--- src/rtl/median_pkg.sv ---
// rtl/median_pkg.sv - shared FSM encoding and width helpers for the median window controller
package median_pkg;

    typedef enum logic [1:0] {
        ST_IDLE   = 2'd0,
        ST_PRIME  = 2'd1,
        ST_ACTIVE = 2'd2,
        ST_DRAIN  = 2'd3
    } med_state_t;

    // Column counter width; never narrower than one bit.
    function automatic int cw_of(input int img_w);
        return (img_w <= 2) ? 1 : $clog2(img_w);
    endfunction

    function automatic int rw_of(input int img_h);
        return (img_h <= 2) ? 1 : $clog2(img_h);
    endfunction

endpackage

--- src/rtl/median_vld_delay.sv ---
// rtl/median_vld_delay.sv - LAT-deep delay line matching window-valid and centre coordinates to the median datapath
module median_vld_delay #(
    parameter int LAT = 3,
    parameter int RW  = 3,
    parameter int CW  = 3
) (
    input  logic          clk,
    input  logic          rst_n,
    input  logic          clr,
    input  logic          in_vld,
    input  logic [RW-1:0] in_row,
    input  logic [CW-1:0] in_col,
    output logic          out_vld,
    output logic [RW-1:0] out_row,
    output logic [CW-1:0] out_col
);

    logic [LAT-1:0] vld_q;
    logic [RW-1:0]  row_q [LAT];
    logic [CW-1:0]  col_q [LAT];

    // Coordinates are zeroed on invalid slots so the outputs read 0 between results.
    always_ff @(posedge clk or negedge rst_n) begin
        if (!rst_n) begin
            vld_q <= '0;
            for (int i = 0; i < LAT; i++) begin
                row_q[i] <= '0;
                col_q[i] <= '0;
            end
        end else if (clr) begin
            vld_q <= '0;
            for (int i = 0; i < LAT; i++) begin
                row_q[i] <= '0;
                col_q[i] <= '0;
            end
        end else begin
            vld_q[0] <= in_vld;
            row_q[0] <= in_vld ? in_row : '0;
            col_q[0] <= in_vld ? in_col : '0;
            for (int i = 1; i < LAT; i++) begin
                vld_q[i] <= vld_q[i-1];
                row_q[i] <= row_q[i-1];
                col_q[i] <= col_q[i-1];
            end
        end
    end

    assign out_vld = vld_q[LAT-1];
    assign out_row = row_q[LAT-1];
    assign out_col = col_q[LAT-1];

endmodule

--- src/rtl/median_window_ctrl.sv ---
// rtl/median_window_ctrl.sv - raster scan, line-buffer and 3x3 window control for a streaming median filter
module median_window_ctrl
    import median_pkg::*;
#(
    parameter int  IMG_W   = 640,
    parameter int  IMG_H   = 480,
    parameter int  MED_LAT = 3,
    localparam int CW      = cw_of(IMG_W),
    localparam int RW      = rw_of(IMG_H)
) (
    input  logic          clk,
    input  logic          rst_n,
    input  logic          frame_start,
    input  logic          pix_vld,
    output logic          lb_wr_en,
    output logic          lb_sel,
    output logic [CW-1:0] lb_addr,
    output logic          win_shift,
    output logic          out_vld,
    output logic [CW-1:0] out_col,
    output logic [RW-1:0] out_row,
    output logic          frame_done,
    output logic          busy
);

    localparam int DW = cw_of(MED_LAT + 1);

    med_state_t    state, state_nxt;
    logic [CW-1:0] col;
    logic [RW-1:0] row;
    logic          lb_sel_q;
    logic [DW-1:0] drain_cnt;

    logic running, accept, col_last, row_last, drain_last, win_vld;

    // frame_start takes priority over a coincident pixel: the old frame is being abandoned.
    assign running    = (state == ST_PRIME) || (state == ST_ACTIVE);
    assign accept     = pix_vld && running && !frame_start;
    assign col_last   = (col == CW'(IMG_W - 1));
    assign row_last   = (row == RW'(IMG_H - 1));
    assign drain_last = (drain_cnt == DW'(MED_LAT - 1));
    assign win_vld    = accept && (state == ST_ACTIVE) && (col >= CW'(2));

    always_ff @(posedge clk or negedge rst_n) begin
        if (!rst_n) state <= ST_IDLE;
        else        state <= state_nxt;
    end

    always_comb begin
        state_nxt = state;
        if (frame_start) begin
            state_nxt = ST_PRIME;
        end else begin
            case (state)
                ST_PRIME:  if (accept && col_last && row == RW'(1)) state_nxt = ST_ACTIVE;
                ST_ACTIVE: if (accept && col_last && row_last)      state_nxt = ST_DRAIN;
                ST_DRAIN:  if (drain_last)                          state_nxt = ST_IDLE;
                default:   state_nxt = ST_IDLE;
            endcase
        end
    end

    always_comb begin
        lb_wr_en   = accept;
        win_shift  = accept;
        busy       = (state != ST_IDLE);
        frame_done = (state == ST_DRAIN) && drain_last && !frame_start;
    end

    always_ff @(posedge clk or negedge rst_n) begin
        if (!rst_n) begin
            col      <= '0;
            row      <= '0;
            lb_sel_q <= 1'b0;
        end else if (frame_start) begin
            col      <= '0;
            row      <= '0;
            lb_sel_q <= 1'b0;
        end else if (accept) begin
            if (col_last) begin
                col      <= '0;
                row      <= row_last ? '0 : row + RW'(1);
                lb_sel_q <= ~lb_sel_q;
            end else begin
                col <= col + CW'(1);
            end
        end
    end

    always_ff @(posedge clk or negedge rst_n) begin
        if (!rst_n)                  drain_cnt <= '0;
        else if (state == ST_DRAIN)  drain_cnt <= drain_cnt + DW'(1);
        else                         drain_cnt <= '0;
    end

    assign lb_sel  = lb_sel_q;
    assign lb_addr = col;

    // The window centre trails the incoming pixel by one row and one column.
    median_vld_delay #(
        .LAT (MED_LAT),
        .RW  (RW),
        .CW  (CW)
    ) u_vld_delay (
        .clk     (clk),
        .rst_n   (rst_n),
        .clr     (frame_start),
        .in_vld  (win_vld),
        .in_row  (row - RW'(1)),
        .in_col  (col - CW'(1)),
        .out_vld (out_vld),
        .out_row (out_row),
        .out_col (out_col)
    );

endmodule

--- config.mk ---
export PLATFORM = sky130hd
export DESIGN_NAME = median_window_ctrl
export DESIGN_NICKNAME = d
export VERILOG_FILES = /design/src/rtl/median_pkg.sv /design/src/rtl/median_vld_delay.sv /design/src/rtl/median_window_ctrl.sv
export SDC_FILE = /design/constraint.sdc
export NUM_CORES = 1
export LEC_CHECK = 0
export CORE_UTILIZATION = 56
export CTS_CLUSTER_DIAMETER = 200
export DETAILED_ROUTE_END_ITERATION = 6
export PLACE_DENSITY = 0.79
export SYNTH_ARGS = -nofsm -noshare
export SYNTH_HDL_FRONTEND = slang
export SYNTH_HIERARCHICAL = 1
export SYNTH_SLANG_ARGS = --single-unit
--- constraint.sdc ---
create_clock -name clk -period 3.37 [get_ports clk]
set_input_delay 1.011 -clock clk [delete_from_list [all_inputs] [get_ports clk]]
set_output_delay 1.011 -clock clk [all_outputs]
set_load 0.01 [all_outputs]
==> run metrics, run 1 <==
status=complete, but fails checks; failing checks=DRC; setup TNS=0 ns; Clk Latency, worst-skew pair=0.35 ns; worst r2r dst=state[1]$_DFFE_PN0P_; Yosys top cell area share=around 55%; starting density of the core=59.0%; hold path start=drain_cnt[0]$_DFF_PN0_; vias in the first global route=2047; Mean Syn Cell Area=11.0 um^2; Clock transition at path regs=roughly 0.080 ns; drt via density=5.22; vias=2337; cell taking the most area after synthesis=dfrtp_1; period utilization=between 90% and 100%; P_sw=504 uW; Mapped Area=approximately 0.0038 mm^2; share of cells above drive strength 1=~8.1%; post-synthesis compound-gate area fraction=4.89%; cts hold-fix bufs=0; Post-Synth XOR/XNOR Area=5.05%; drt drc=2; simple-gate share of the synthesized area=23.3%; PortBufs=38; chip width=84.5 um; PostCTS Resize Cnt=0; largest family of logic cells by synthesized area=simple AND/OR/NAND/NOR gates; R2R setup slack=0.84 ns; Primary FF master, synth=dfrtp_1; unrepaired setup endpoints after global routing=no; final setup fails=0; Clock Power Share=40.4%; CORE AREA=0.00646 mm^2; post-synth cell types=40; Die ar.=0.00714 mm^2; Worst Setup Start Kind=input port; slew margin rel.=34.8%; Tmin final=3.25 ns; Synth warnings=6; Leak=approximately 0.0021 uW; synthesized netlist cell count=around 350; Post-synth EDFFs=0; Int Power=1640 uW; Final Max Slew Viols=0; CTS tree=yes; Final #Nets=381; WL final=5550 um; DRT iter0 DRCs=104; Gate power share=10.9%; total track usage=17.0%; Post-Place Setup Slack=between 0.1 and 0.15 ns; fill cell count=488; maximum vdd drop=288 uV; Arr. time, crit path=2.24 ns; Die Ht=84.5 um; Clock Tree Root=clkbuf_8; initial antenna violation count=0; worst r2r src=state[0]$_DFFE_PN0P_; I/O pins=39; wire per inst=12.4 um; gr ovfl total=0; Worst Setup Path Type=in2out; FF+latch count, synth=84; critical path peak fanout=3; Flop pwr share=between 40% and 50%; worst slew pin tran=0.978 ns; CTS buffer count=9; DP HPWL=3560 um; clock sinks=84; post-route antenna net violation count=0; max-cap viol count=0; hold endpoint=drain_cnt[0]$_DFF_PN0_; Clock Skew=0.00674 ns; FFs w/ async S/R, synth=100%; hold path cells=1; Req. time, crit path=roughly 2.4 ns; most numerous cell in the Yosys netlist=dfrtp_1; post-CTS setup buffers=0; final hold vios=0; Clock Tree Buf Depth=2; HP Class=reg2reg; Synth top cells by count=dfrtp_1, nor2b_1, nor2_1, buf_4; global-route wire length before repair=9490 um; mux contribution to synthesized area=less than 1%; Row Count=29; Reg2Reg Depth=7; synthesis-to-layout area growth=13.9%; post-synthesis adder-cell area fraction=3.61%; Fin Hold WS=0.432 ns; Pwr Density=493 mW/mm^2; H-tree levels=3; top cells by area, synth=dfrtp_1, nor2b_1, and3b_1, buf_4, ha_1; Syn Nets=362; max frequency=0.307 GHz; # diodes=0; Sw Share=23.5%; final worst slack=0.116 ns; CP endpoint kind=primary output; RePlAce Congestion=roughly 0.85; largest net degree at the start of global routing=85; 1st-pass router iterations=7; sequential area share after synthesis=55.1%
-- worst max path at each step --
stage | start | endpoint | slack (ns) | depth (start not counted)
after floorplan | frame_start | state[1]$_DFFE_PN0P_ | 0.63 | 6
after global placement | pix_vld | win_shift | 0.13 | 4
after detailed placement | pix_vld | win_shift | 0.12 | 4
after CTS | pix_vld | win_shift | 0.11 | 4
after global routing | pix_vld | lb_wr_en | 0.03 | 4
final | pix_vld | win_shift | 0.12 | 4
-- registers in the layout, summed over array words and instances, names as in the netlist --
name	cells
u_vld_delay/vld_q	3
state	2
drain_cnt	2
lb_sel	1
u_vld_delay/row_q	18
row	9
u_vld_delay/out_row	9
lb_addr	10
u_vld_delay/out_col	10
u_vld_delay/col_q	20
-- stage by stage --
stage,cells,total power [uW],util [%],cell area (um^2)
6_report,448,2140,67.3,4340
5_1_grt,448,2240,67.3,4340
4_1_cts,448,2160,67.3,4340
3_5_place_dp,432,1300,63.4,4100
3_3_place_gp,432,1300,63.4,4100
2_1_floorplan,347,1220,-,3810
-- routing by layer --
layer	vias to the layer above	part of all wire (%)	global-route usage (%)
met3	10	3.9	3.83
li1	1159	-	-
met2	52	49	27.2
met4	0	1.7	8.32
met1	1116	45	22.1
met5	-	0	0
-- critical path: stages --
cell	delay, ns
clkdlybuf4s50_1	0.47
nand3b_1	0.10
inv_1	0.11
clkdlybuf4s50_1	0.55
-- power by group through the flow --
stage	Sequential [uW]	Combinational, uW	Clock [uW]
after CTS	1040	237	883
after global placement	1060	234	0
after floorplan	1060	156	0
final	1040	234	866
after detailed placement	1060	235	0
after global routing	1050	263	927
-- logic make-up (layout without fill, tap and decap cells) --
kind of cell / Yosys count / after routing
compound gates: 30 / 30
simple gates: 147 / 147
xor+xnor: 22 / 22
flops: 84 / 84
fa+ha+maj: 11 / 11
mux: 1 / 1
buf+inv: 52 / 76
-- placed cells by master (no fill, tap or decap), types with 4 or more instances in the layout --
master           netlist  layout
clkdlybuf4s50_1        0      36
clkbuf_8               0      10
nor2b_1               45      45
nor3_1                 8       8
ha_1                  11      11
dfrtp_1               84      84
nand2_1               19      19
nor2_1                24      24
nand3_1                9       9
inv_1                 15      15
xor2_1                 9       9
nor4_1                 4       4
and3b_1               19      19
o21ai_0               12      12
buf_4                 22       8
a21oi_1                5       5
xnor2_1               13      13
-- area by class of cell --
class	instances	area, um^2	area share (%)
Timing Repair Buffer	45	425	9.79
Inverter	15	56.3	1.30
Clock buffer	11	141	3.25
Sequential cell	84	2100	48.4
Clock inverter	5	108	2.48
Multi-Input combinational cell	211	1420	32.6
Tap cell	77	96.3	2.22
Power figures use the tool's default switching activity.
==> run 2, diff against run 1 <==
--- a/config.mk
+++ b/config.mk
@@ -5,6 +5,7 @@
 export SDC_FILE = /design/constraint.sdc
 export NUM_CORES = 1
 export LEC_CHECK = 0
+export CORE_ASPECT_RATIO = 1.4
 export CORE_UTILIZATION = 56
 export CTS_CLUSTER_DIAMETER = 200
 export DETAILED_ROUTE_END_ITERATION = 6
==> run metrics, run 2 (synthesis gave the netlist of run 1 again) <==
setup TNS=0 ns; R2R setup slack=0.74 ns; drt via density=5.32; max reg flops=20; post-CTS setup buffers=0; largest delay contributor family on the critical path=buffers and inverters; share of cells above drive strength 1=8.11%; Final #Nets=380; slew margin rel.=34.7%; Worst Setup Start Kind=input port; starting density of the core=58.0%; vias in the first global route=2239; 1st-pass router iterations=4; Clock Tree Root=clkbuf_8; worst path cell trace=clkdlybuf4s50_1 > nand3b_1 > inv_1 > clkdlybuf4s50_1; gr ovfl total=0; initial antenna violation count=0; CORE AREA=0.00657 mm^2; most common cell after layout, fill and taps aside=dfrtp_1; most flop-heavy register=u_vld_delay/col_q; WL final=5620 um; maximum vdd drop=~270 uV; I/O pins=39; largest net degree at the start of global routing=85; fill cell count=~490; chip width=71.7 um; slowest stage delay, CP=about 0.54 ns; synthesis-to-layout area growth=12.3%; status=completed; period utilization=96.2%; CTS tree=yes; post-route antenna net violation count=0; H-tree levels=3; HP Class=reg2reg; most frequent CP cell=clkdlybuf4s50_1; Final Max Slew Viols=0; CTS buffer count=9; final setup fails=0; Slowest-stage cell, CP=clkdlybuf4s50_1; total power draw=between 1500 and 2000 uW; total track usage=around 17%; max frequency=slightly above 0.3 GHz; Clock transition at path regs=about 0.09 ns; vias=roughly 2400; CP endpoint kind=primary output; Tmin final=3.24 ns; DP HPWL=3630 um; Worst Setup Path Type=in2out; RePlAce Congestion=0.806; most frequent cells in the layout=dfrtp_1, nor2b_1, clkdlybuf4s50_1; global-route wire length before repair=between 9000 and 10000 um; # diodes=0; final hold vios=0; drt drc=0; Clk Latency, worst-skew pair=0.35 ns; clock sinks=84; cts hold-fix bufs=0; Die ar.=slightly above 0.007 mm^2; Die Ht=99.6 um; Leak=0.00206 uW; unrepaired setup endpoints after global routing=no; Clock Tree Buf Depth=2; Pwr Density=463 mW/mm^2; Row Count=35; worst slew pin tran=0.980 ns; DRT iter0 DRCs=between 100 and 150; PortBufs=38; Largest regs=u_vld_delay/col_q x20, u_vld_delay/row_q x18; PostCTS Resize Cnt=0; Arr. time, crit path=2.23 ns; critical path peak fanout=3; wire per inst=12.7 um; Clock Skew=0.0102 ns; max-cap viol count=0; Req. time, crit path=2.36 ns; Worst Path Buf+Inv=3
[run 2: cell count changes in the layout (fill, tap and decap cells not counted), sizes merged]
cell / change
inv: +1
clkbuf: -2
clkinvlp: +2
buf: -1
clkinv: +1
bufinv: -2
[run 2: stage by stage]
step | cells | hold slack [ns] | cell area (um^2) | worst slack, ns | util (%)
floorplan | 347 | 0.402 | 3810 | 0.629 | -
global placement | 428 | 0.415 | 4080 | 0.137 | 62.2
detailed placement | 428 | 0.424 | 4080 | 0.130 | 62.2
CTS | 444 | 0.437 | 4280 | 0.116 | 65.2
global route | 444 | 0.457 | 4280 | 0.0566 | 65.2
finish | 444 | 0.434 | 4280 | 0.127 | 65.2
[run 2: area by class of cell]
cell class | instances | area [um^2] | share of cell area (%)
Timing Repair Buffer | 44 | 418 | 9.76
Clock inverter | 7 | 75.1 | 1.75
Inverter | 15 | 56.3 | 1.31
Clock buffer | 9 | 124 | 2.89
Sequential cell | 84 | 2100 | 49.1
Multi-Input combinational cell | 211 | 1420 | 33.0
Tap cell | 74 | 92.6 | 2.16
[run 2: metal layers]
layer	vias up	track usage, %	wire length [um]
met2	59	30.8	3000
met4	0	8.90	114
met5	-	0	0
met1	1134	19.3	2320
met3	12	4.05	190
li1	1158	-	-
[run 2: worst reg2reg max path, cell delays in order, from the launching register on]
cell and delay, ns:
dfrtp_1 0.44, inv_1 0.09, ha_1 0.38, nand3b_1 0.12, or4_4 0.62, a211o_1 0.36
or4b_1 0.47, nand3_1 0.09
[run 2: report_power, final]
group / switching, uW / total, uW / leakage (uW) / internal, uW
Combinational: 133 / 236 / 0.000797 / 103
Clock: 356 / 703 / 0.0000975 / 347
Sequential: 24.2 / 1040 / 0.00117 / 1020
[run 2: final timing paths]
path                                             start                               end  depth (start not counted)
worst max-delay path                           pix_vld                          lb_wr_en                          4
worst max register to register    state[1]$_DFFE_PN0P_              state[1]$_DFFE_PN0P_                          7
worst min-delay path            drain_cnt[0]$_DFF_PN0_            drain_cnt[0]$_DFF_PN0_                          1
min in group asynchronous                        rst_n  u_vld_delay/out_col[1]$_DFF_PN0_                          1
worst min register to register  drain_cnt[0]$_DFF_PN0_            drain_cnt[0]$_DFF_PN0_                          1
max in group asynchronous                        rst_n                row[0]$_DFFE_PN0P_                          1
